`src/rtl/reg_pipe_stage.sv`:
```
// Generic pipeline stage register with valid/ready handshake, flush, bubble insertion and a
// saturating stall counter. Define REG_PIPE_SKID_EN for the 2-entry skid buffer with registered in_ready.
module reg_pipe_stage #(
   parameter int               WIDTH  = 32,
   parameter logic [WIDTH-1:0] BUBBLE = '0,
   parameter int               CNT_W  = 16
) (
   input  logic             clk,
   input  logic             rst,
   input  logic             flush,
   input  logic             in_valid,
   output logic             in_ready,
   input  logic [WIDTH-1:0] in_data,
   output logic             out_valid,
   input  logic             out_ready,
   output logic [WIDTH-1:0] out_data,
   output logic [CNT_W-1:0] stall_cnt
);

   logic             out_valid_q;
   logic [WIDTH-1:0] out_data_q;
   logic [CNT_W-1:0] stall_cnt_q;
   logic [CNT_W-1:0] stall_cnt_d;

`ifdef REG_PIPE_SKID_EN
   // state    | meaning
   // ST_EMPTY | no beat held, out_valid=0, in_ready=1
   // ST_BUSY  | one beat on out_*, skid empty, in_ready=1
   // ST_FULL  | one beat on out_*, one in skid, in_ready=0
   typedef enum logic [1:0] {
      ST_EMPTY = 2'd0,
      ST_BUSY  = 2'd1,
      ST_FULL  = 2'd2
   } state_e;

   state_e           state_q;
   logic             in_ready_q;
   logic [WIDTH-1:0] skid_q;

   // In EMPTY and BUSY in_ready_q is 1, so in_valid alone marks an input transfer there.
   always_ff @(posedge clk) begin
      if (rst || flush) begin
         state_q     <= ST_EMPTY;
         out_valid_q <= 1'b0;
         out_data_q  <= BUBBLE;
         skid_q      <= BUBBLE;
         in_ready_q  <= 1'b1;
      end else begin
         case (state_q)
            ST_EMPTY: begin
               if (in_valid) begin
                  state_q     <= ST_BUSY;
                  out_valid_q <= 1'b1;
                  out_data_q  <= in_data;
               end
            end
            ST_BUSY: begin
               case ({in_valid, out_ready})
                  2'b11: out_data_q <= in_data;
                  2'b10: begin
                     state_q    <= ST_FULL;
                     skid_q     <= in_data;
                     in_ready_q <= 1'b0;
                  end
                  2'b01: begin
                     state_q     <= ST_EMPTY;
                     out_valid_q <= 1'b0;
                     out_data_q  <= BUBBLE;
                  end
                  default: ;
               endcase
            end
            ST_FULL: begin
               if (out_ready) begin
                  state_q    <= ST_BUSY;
                  out_data_q <= skid_q;
                  skid_q     <= BUBBLE;
                  in_ready_q <= 1'b1;
               end
            end
            default: begin
               state_q     <= ST_EMPTY;
               out_valid_q <= 1'b0;
               out_data_q  <= BUBBLE;
               skid_q      <= BUBBLE;
               in_ready_q  <= 1'b1;
            end
         endcase
      end
   end

   assign in_ready = in_ready_q;
`else
   logic             out_valid_d;
   logic [WIDTH-1:0] out_data_d;

   assign in_ready = out_ready | ~out_valid_q;

   always_comb begin
      out_valid_d = out_valid_q;
      out_data_d  = out_data_q;
      if (flush) begin
         out_valid_d = 1'b0;
         out_data_d  = BUBBLE;
      end else if (in_ready) begin
         out_valid_d = in_valid;
         out_data_d  = in_valid ? in_data : BUBBLE;
      end
   end

   always_ff @(posedge clk) begin
      if (rst) begin
         out_valid_q <= 1'b0;
         out_data_q  <= BUBBLE;
      end else begin
         out_valid_q <= out_valid_d;
         out_data_q  <= out_data_d;
      end
   end
`endif

   // Counts stalled cycles independently of flush; only rst clears it.
   always_comb begin
      stall_cnt_d = stall_cnt_q;
      if (out_valid_q && !out_ready && (stall_cnt_q != {CNT_W{1'b1}}))
         stall_cnt_d = stall_cnt_q + CNT_W'(1);
   end

   always_ff @(posedge clk) begin
      if (rst) stall_cnt_q <= '0;
      else     stall_cnt_q <= stall_cnt_d;
   end

   assign out_valid = out_valid_q;
   assign out_data  = out_data_q;
   assign stall_cnt = stall_cnt_q;

endmodule
```
`config.mk`:
```
export PLATFORM = sky130hd
export DESIGN_NAME = reg_pipe_stage
export DESIGN_NICKNAME = d
export VERILOG_FILES = /design/src/rtl/reg_pipe_stage.sv
export SDC_FILE = /design/constraint.sdc
export NUM_CORES = 1
export LEC_CHECK = 0
export BUFFER_PORTS_ARGS = -buffer_cell sky130_fd_sc_hd__buf_2
export CAP_MARGIN = 20
export CORE_MARGIN = 5
export CORE_UTILIZATION = 35
export CTS_BUF_LIST = sky130_fd_sc_hd__clkbuf_4
export CTS_CLUSTER_SIZE = 40
export DETAILED_ROUTE_END_ITERATION = 8
export HOLD_SLACK_MARGIN = 0.12
export SKIP_LAST_GASP = 1
export SYNTH_ARGS = -nofsm -noshare
export SYNTH_HDL_FRONTEND = slang
export SYNTH_SLANG_ARGS = --single-unit
```
`constraint.sdc`:
```
create_clock -name clk -period 1.6 [get_ports clk]
set_input_delay 0.24 -clock clk [delete_from_list [all_inputs] [get_ports clk]]
set_output_delay 0.24 -clock clk [all_outputs]
set_load 0.01 [all_outputs]
```
==> results of run 1 <==
==> logic make-up after synthesis <==
| family | Yosys count | share of synthesized area (%) |
|---|---|---|
| AND/OR/NAND/NOR | 111 | 29.0 |
| multiplexers | 5 | 2.67 |
| flip-flops | 49 | 47.6 |
| adder cells (fa/ha/maj) | 1 | 0.607 |
| AO/OA/AOI/OAI | 56 | 15.1 |
| buffers and inverters | 23 | 5.04 |
==> per-layer routing <==
| layer | global-route usage, % | part of all wire, % | wire length (um) |
|---|---|---|---|
| met1 | 19.1 | 42 | 2600 |
| met5 | 0 | 0 | 0 |
| met4 | 5.52 | 1.2 | 75 |
| met2 | 28.6 | 52 | 3250 |
| met3 | 3.14 | 4.3 | 265 |
==> state kept, by name, summed over array words and instances (netlist names) <==
| register | cells |
|---|---|
| out_valid | 1 |
| stall_cnt | 16 |
| out_data | 32 |
==> power breakdown <==
group	leakage, nW	internal (mW)	switching, mW
combinational	0.956	0.137	0.117
clock	0.0459	0.350	0.392
sequential	0.400	1.24	0.0130
==> critical path, delay by kind of cell (launching register included) <==
kind	cells	cell delay (ps)
adders and majority gates	1	160
DFF	1	390
and+or+nand+nor	3	710
buffers and inverters	1	140
AOI/OAI and AO/OA	1	140
==> repair_timing <==
action,in CTS,in global routing
hold endpoints to repair,31,0
buffers inserted,2,1
pin swaps,1,1
resized for setup,4,5
setup endpoints to repair,4,6
hold buffers,31,0
gates cloned,0,2
==> Yosys cell counts, types with 2 or more instances <==
cell	number	area share, %
dfxtp_1	49	48
a21oi_1	42	10
nand2_1	38	6.9
nand3_1	35	8.5
clkbuf_1	14	2.6
nor2_1	6	1.1
nor2b_1	5	1.5
o31ai_1	5	1.8
and4_1	4	1.7
mux2_2	4	2.2
or3_1	4	1.2
or4_1	4	1.5
nand4_1	3	0.91
a31oi_1	2	0.61
buf_1	2	0.36
buf_6	2	1.1
inv_1	2	0.36
nand2b_1	2	0.61
nand4_4	2	2.1
nor3_1	2	0.49
o21ai_0	2	0.49
==> final timing paths <==
kind | startpoint | to | slack, ps | cells past startpoint
worst max-delay path | stall_cnt[1] | stall_cnt[11] | 7 | 6
worst min-delay path | in_data[18] | out_data[18] | 150 | 3
worst max register to register | stall_cnt[1] | stall_cnt[11] | 7 | 6
worst min register to register | out_data[20] | out_data[20] | 460 | 2
==> area by class of cell <==
type                       count  area share [%]
clock buffer                   6            1.43
clock inverter                 2            1.23
inverter                       3           0.436
sequential                    49            31.4
timing repair buffer         141            30.1
multi-input combinational    174            32.4
tap                           75            2.97
==> flow_summary.ini, run 1 <==
[sta]
finalClockSkew_ps = 12.3
worst-slew-pin-transition_ps = 630
timing.fmax_mhz = 628
grt_setup_unrepaired = yes
hold_viol_final = 0
final_setup_vio_count = 0
slew_headroom_pct = 58.0
maxSlewViolCount = 0
tns_ps = 0
finalCriticalPeriod_ps = 1590
hold_ws_ps = 146
final_cycle_utilization_of_the_critical_path_pct = 99.5
fin_ws_ps = 7.24

[synth]
synth_enable_flop_cells = 0
synthesis.nets = 283
netlist_instances = 245
netlist_area_um2 = 2060
post_synth.cell_area_avg_um2 = 8.41
synthesis_stage_register_bit_count = 49
sequential_cell_area_fraction_in_the_yosys_report_pct = 47.6
distinct_cells_synth = 37
postSynth.asyncResetShare_pct = 0
postSynth.topFlopCell = dfxtp_1
synth.yosys.warnings = 0

[grt]
grt_remaining_overflow = 0
maximum_number_of_pins_on_one_net_before_global_route_repair = 34
antenna_violations_before_repair = 0
grt_pass1_vias = 2124
grtUsageTotal_pct = 16.0
grt_first_pass_wirelength_um = 9730

[worst_setup_path]
crit_path_max_incr_delay_ps = 390
critPathKind = reg -> reg
critical_path.slowest_cell = dfxtp_4
crit_required_ps = 1890
startpoint_class = flip-flop
path_cells = ha_4 -> and2_4 -> and3_2 -> buf_4 -> or3_1 -> a21oi_1
worst_path_arrival_time_ps = 1890
critical_path.max_fanout = 5
worstSetupEndpointType = flip-flop

[place]
dpl.cell_count = 406
placedInstanceArea_um2 = 2690
finalWeightedCongestion = 0.767
detailedPlace.worstSlack_ps = 17.6
placement.io_buffers = 86
detailedPlacementHpwl_um = 4030

[drt]
drtIter0Drc = 73
wl_per_cell_um = 13.8
totalWireLength_um = 6190
num_vias = 2218
final_antenna_net_count = 0
drt_pre_antenna_iters = 4
vias_per_cell = 4.93
drc_violation_count_after_routing = 0

[cells_and_area]
final_common_cell = buf_2
register_area_um2 = 991
final_util_pct = 54.3
fill_cells = 544
area.growth.synth_to_final_pct = 53.1
final_cells = 450
antenna-diode-count = 0
num-nets-final = 412
drive_gt1_share_pct = 37.1
layout.cells.most_common_list = buf_2, dfxtp_1, a21oi_1
multi_input_gate_area_um2 = 1020
design_area_um2 = 3160

[power_and_ir_drop]
vdd_drop_max_v = 0.000423
static-leakage-power_nw = 1.40
power.density_nw_per_um2 = 713
power.total_mw = 2.25

[floorplanning]
ioPinCount = 87
fp.dieH_um = 86.7
start_util_pct = 35.4
die-width_um = 86.7
core.rowCount = 28
die_area_um2 = 7520
core-area_um2 = 5820

[clock_tree]
cts_inserted_buffers = 5
cts.sinks = 49
cts-root-buf = clkbuf_4
depth_of_the_cts_h_tree = 2
clock_latency_ps = 360
clk_transition_reported_paths_ps = 140
cts_tree = built
max-clock-path-buffers = 2

[run_status]
outcome = finished, final reports clean

[hold_path]
hold_path.class = in -> reg

[job]
maxCapViolations = 0
Power figures use the tool's default switching activity.
==> inputs of run 2 (changes only) <==
--- a/config.mk
+++ b/config.mk
@@ -8,11 +8,12 @@
 export BUFFER_PORTS_ARGS = -buffer_cell sky130_fd_sc_hd__buf_2
 export CAP_MARGIN = 20
 export CORE_MARGIN = 5
-export CORE_UTILIZATION = 35
+export CORE_UTILIZATION = 44
 export CTS_BUF_LIST = sky130_fd_sc_hd__clkbuf_4
 export CTS_CLUSTER_SIZE = 40
 export DETAILED_ROUTE_END_ITERATION = 8
 export HOLD_SLACK_MARGIN = 0.12
+export PLACE_DENSITY = 0.77
 export SKIP_LAST_GASP = 1
 export SYNTH_ARGS = -nofsm -noshare
 export SYNTH_HDL_FRONTEND = slang
==> run 2 against run 1 <==
Net effect: cell count down 10%; first-iteration DRC count grew 30%; die area decreased by 18%; total power grew 3.8%; combinational power decreased by 18%; routed wire length fell by 8.2%; register-to-register slack about the same; count of clock-buffer cells in the layout shrank 1; critical endpoint is now stall_cnt[3]; largest power group unchanged.
==> flow_summary.ini, run 2 (synthesized netlist as in run 1, its figures left out) <==
[power_and_ir_drop]
p_int_mw = 1.83
power.net_switching_mw = 0.510
static-leakage-power_nw = 1.32
swShare_pct = 21.8
pwr-share-seq_pct = 53.8
power.density_nw_per_um2 = 800
share_comb_of_total_power_pct = 8.9
clkPwrFrac_pct = 37.3
vdd_drop_max_v = 0.000596

[worst_setup_path]
timing.critical_path.from = stall_cnt[0]
worst_path_arrival_time_ps = 1850
worst_setup_path_endpoint = stall_cnt[3]
path_cells = ha_4 -> and2_4 -> and3_2 -> a31oi_1 -> mux2_2
crit_path_max_incr_delay_ps = 380
critical-path-top-delay-family = flip-flops
total_buffers_and_inverters_traversed_by_the_critical_path = 0
reg2regPathDepth = 5
worstReg2RegEnd = stall_cnt[3]
worstSetupEndpointType = flip-flop
startpoint_class = flip-flop
worstSetupPathDepth = 5
critical_path.slowest_cell = dfxtp_4
crit_required_ps = 1850
critPathKind = reg -> reg
timing.reg2reg.setup_slack_ps = 3
critical_path.max_fanout = 5
worstReg2RegStart = stall_cnt[0]

[clock_tree]
max-clock-path-buffers = 2
cts.sinks = 49
cts_tree = built
clk_transition_reported_paths_ps = 140
depth_of_the_cts_h_tree = 2
cts-root-buf = clkbuf_4
cts_inserted_buffers = 5
clock_latency_ps = 350

[sta]
tns_ps = 0
final_setup_vio_count = 0
finalClockSkew_ps = 10.6
slew_headroom_pct = 59.2
finalCriticalPeriod_ps = 1600
timing.fmax_mhz = 626
grt_setup_unrepaired = yes
hold_viol_final = 0
final_cycle_utilization_of_the_critical_path_pct = 99.8
worst-slew-pin-transition_ps = 612
maxSlewViolCount = 0

[floorplanning]
core-area_um2 = 4440
ioPinCount = 87
die-width_um = 78.4
start_util_pct = 46.4
die_area_um2 = 6150
core.rowCount = 24
fp.dieH_um = 78.4

[cells_and_area]
area.growth.synth_to_final_pct = 41.8
final_common_cell = buf_2
num-nets-final = 390
antenna-diode-count = 0
largest_register_ff_count = 32
drive_gt1_share_pct = 39.4
layout.cells.most_common_list = buf_2, dfxtp_1, a21oi_1
final_cells = 405

[grt]
grt_first_pass_wirelength_um = 9060
antenna_violations_before_repair = 0
grt_busiest_layer = met2
globalRouteMet1Util_pct = 20.9
gr_layer_usage_met2_pct = 31.2
grt_remaining_overflow = 0
maximum_number_of_pins_on_one_net_before_global_route_repair = 34
grtUsageMet3_pct = 5.49
grtUsageTotal_pct = 17.7
grt_pass1_vias = 2025

[run_status]
outcome = finished, final reports clean

[drt]
final_antenna_net_count = 0
totalWireLength_um = 5690
num_vias = 2124
drtIter0Drc = 95
drc_violation_count_after_routing = 0
wl_per_cell_um = 14.0
vias_per_cell = 5.24
drt_pre_antenna_iters = 4

[hold_path]
hold_path.class = in -> reg
min_path_cells = 3

[place]
dpl.cell_count = 383
placement.io_buffers = 86
finalWeightedCongestion = 0.809
detailedPlacementHpwl_um = 3900

[job]
maxCapViolations = 0
[run 2: worst min-delay path by stage]
stage	startpoint	end	slack, ps
4_1_cts	in_data[28]	out_data[28]	120
2_1_floorplan	in_data[16]	out_data[16]	410
3_3_place_gp	out_data[14]	out_data[14]	430
6_report	in_data[3]	out_data[3]	140
3_5_place_dp	out_data[15]	out_data[15]	440
5_1_grt	in_data[10]	out_data[10]	120
[run 2: routing by layer]
layer  wire length [um]  vias to the layer above
met1               2470                      979
met5                  0                        -
li1                   -                     1085
met2               2810                       58
met4                 27                        0
met3                372                        2
[run 2: power by group through the flow]
stage	sequential (mW)	combinational [mW]	clock [mW]
finish	1.26	0.208	0.872
global route	1.26	0.230	0.954
CTS	1.26	0.189	0.890
detailed placement	1.28	0.184	0
global placement	1.28	0.183	0
floorplan	1.30	0.0824	0
[run 2: through the flow]
step	power [mW]	instance area, um^2	utilization, %	hold WS (ps)	setup slack [ps]
after floorplan	1.38	2090	-	406	-23.7
after global routing	2.45	2920	65.7	122	-39.5
after CTS	2.34	2780	62.6	123	3.90
final	2.34	2920	65.7	139	2.90
after detailed placement	1.47	2660	59.8	441	10.3
after global placement	1.47	2660	59.8	435	32.2
[run 2: final cells by class]
cell class	count	area, um^2
Clock inverter	3	65.1
Timing Repair Buffer	119	728
Multi-Input combinational cell	174	1020
Sequential cell	49	987
Clock buffer	5	37.5
Fill cell	386	1520
Tap cell	52	65.1
Inverter	3	13.8
[run 2: what timing repair did]
action                                  4_1_cts  5_1_grt
setup buffers                                 2        2
gates resized for setup                       3        4
pin swaps                                     0        3
gates cloned                                  0        2
endpoints found under the setup margin        5       12
hold buffers                                  0        8
endpoints found under the hold margin         0        8
[run 2: worst register-to-register path: stages, from the launching register on]
cell and delay [ps]:
dfxtp_4 380, ha_4 160, and2_4 160, and3_2 210
a31oi_1 240, mux2_2 350
==> inputs of run 3 (changes only) <==
--- a/config.mk
+++ b/config.mk
@@ -5,7 +5,7 @@
 export SDC_FILE = /design/constraint.sdc
 export NUM_CORES = 1
 export LEC_CHECK = 0
-export BUFFER_PORTS_ARGS = -buffer_cell sky130_fd_sc_hd__buf_2
+export BUFFER_PORTS_ARGS = -buffer_cell sky130_fd_sc_hd__buf_4
 export CAP_MARGIN = 20
 export CORE_MARGIN = 5
 export CORE_UTILIZATION = 44
==> run 3 against run 2 <==
Net effect: non-clock buffer count is 4 lower; die area stayed put; setup slack improved by 24 ps; global-route usage increased by 0.78 points; hold slack got worse by 5.8 ps; flip-flop and latch count unchanged; register-to-register slack gained 20 ps; critical path type unchanged; cell count down 0.99%; clock power shrank 33%.
==> flow_summary.ini, run 3 (synthesized netlist as in run 1, its figures left out) <==
[sta]
timing.fmax_mhz = 636
grt_setup_unrepaired = yes
final_cycle_utilization_of_the_critical_path_pct = 98.3
finalCriticalPeriod_ps = 1570
fin_ws_ps = 26.9
maxSlewViolCount = 0
slew_headroom_pct = 77.7
final_setup_vio_count = 0
hold_ws_ps = 134
hold_viol_final = 0
worst-slew-pin-transition_ps = 335
finalClockSkew_ps = 16.4

[worst_setup_path]
worstSetupEndpointType = flip-flop
startpoint_class = flip-flop
path_cells = ha_4 -> and2_4 -> and3_4 -> or4_1 -> a21oi_2
crit_path_max_incr_delay_ps = 520
worst_setup_path_endpoint = stall_cnt[15]
critPathKind = reg -> reg
worst_path_arrival_time_ps = 1880
critical_path.max_fanout = 6
crit_required_ps = 1910
reg2regPathDepth = 5
worstReg2RegStart = stall_cnt[0]
worstReg2RegEnd = stall_cnt[15]
timing.reg2reg.setup_slack_ps = 30
timing.critical_path.from = stall_cnt[0]
critical_path.slowest_cell = or4_1

[drt]
wl_met2_um = 2880
vias_per_cell = 5.48
met1Wirelength_um = 2540
totalWireLength_um = 5890
wl_per_cell_um = 14.7
num_vias = 2197
maxUsedRoutingLayer = met4
drc_violation_count_after_routing = 0
drt_pre_antenna_iters = 4
final_antenna_net_count = 0
drtIter0Drc = 87
detailed_routed_wire_length_on_met3_um = 405

[clock_tree]
max-clock-path-buffers = 2
cts_tree = built
cts.sinks = 49
cts-root-buf = clkbuf_4
clk_transition_reported_paths_ps = 160
depth_of_the_cts_h_tree = 2
clock_latency_ps = 360
cts_inserted_buffers = 5

[run_status]
outcome = finished, final reports clean

[floorplanning]
fp.dieH_um = 78.4
core.rowCount = 24
ioPinCount = 87
core-area_um2 = 4440
start_util_pct = 46.4
die-width_um = 78.4
die_area_um2 = 6150

[cells_and_area]
largest_register_ff_count = 32
drive_gt1_share_pct = 39.3
layout.cells.most_common_list = buf_4, dfxtp_1, a21oi_1
area.growth.synth_to_final_pct = 49.4
final_common_cell = buf_4
design_area_um2 = 3080
final_util_pct = 69.3
num-nets-final = 386
antenna-diode-count = 0

[place]
placement.io_buffers = 86
detailedPlacementHpwl_um = 4010
finalWeightedCongestion = 0.773
detailedPlace.worstSlack_ps = 21.3
placedInstanceArea_um2 = 2870

[grt]
grt_first_pass_wirelength_um = 9380
grt_pass1_vias = 2046
maximum_number_of_pins_on_one_net_before_global_route_repair = 34
grt_remaining_overflow = 0
antenna_violations_before_repair = 0
grtUsageTotal_pct = 18.5

[hold_path]
min_path_cells = 3
hold_path.class = in -> reg

[job]
maxCapViolations = 0

[power_and_ir_drop]
vdd_drop_max_v = 0.000578
power.density_nw_per_um2 = 680
static-leakage-power_nw = 1.32
-- run 3: cell types whose count changed in the layout (fill, tap and decap cells not counted), moves of 2 or more --
cell,before,now
buf_2,86,0
buf_4,23,106
bufinv_16,2,0
clkinv_4,0,2
dlygate4sd3_1,8,6
-- run 3: cell type report --
type | count | area [um^2]
repair buffers | 115 | 921
flip-flops and latches | 49 | 987
well taps | 52 | 65.1
inverters | 3 | 13.8
clock inverters | 3 | 22.5
clock buffers | 5 | 37.5
multi-input cells | 174 | 1030
fillers | 396 | 1370
-- run 3: per-stage QoR --
| step | power (mW) | cells | TNS [ps] |
|---|---|---|---|
| after floorplan | 1.38 | 245 | -29.8 |
| after global placement | 1.50 | 383 | 0 |
| after detailed placement | 1.51 | 383 | 0 |
| after CTS | 2.10 | 397 | 0 |
| after global routing | 2.19 | 401 | -43.4 |
| final | 2.09 | 401 | 0 |
-- run 3: worst min-delay path by stage --
stage	end	slack [ps]	start
after floorplan	out_data[16]	410	in_data[16]
after global placement	out_data[17]	440	out_data[17]
after detailed placement	out_data[25]	450	out_data[25]
after CTS	out_data[16]	120	in_data[16]
after global routing	out_data[28]	120	in_data[28]
final	out_data[16]	130	in_data[16]
-- run 3: what timing repair did --
action                                 in CTS  in global routing
cloned                                      0                  2
buffers inserted                            2                  0
pin swaps                                   0                  2
hold buffers                                4                  2
endpoints found under the hold margin       4                  2
resized for setup                           7                  4
setup endpoints to repair                   3                  8
-- run 3: routing by layer --
layer	up-vias	global-route usage (%)
met5	-	0
met4	0	4.90
met3	10	5.84
met2	67	31.3
met1	1035	22.7
li1	1085	-
-- run 3: power by group --
part	internal, mW	switching, mW
logic	0.137	0.112
registers	1.24	0.0137
clock network	0.175	0.410
-- run 3: critical path: cells and delay by family (launching register included) --
| kind | cells | cell delay, ps |
|---|---|---|
| DFF | 1 | 380 |
| adders and majority gates | 1 | 160 |
| AOI/OAI and AO/OA | 1 | 120 |
| and+or+nand+nor | 3 | 870 |
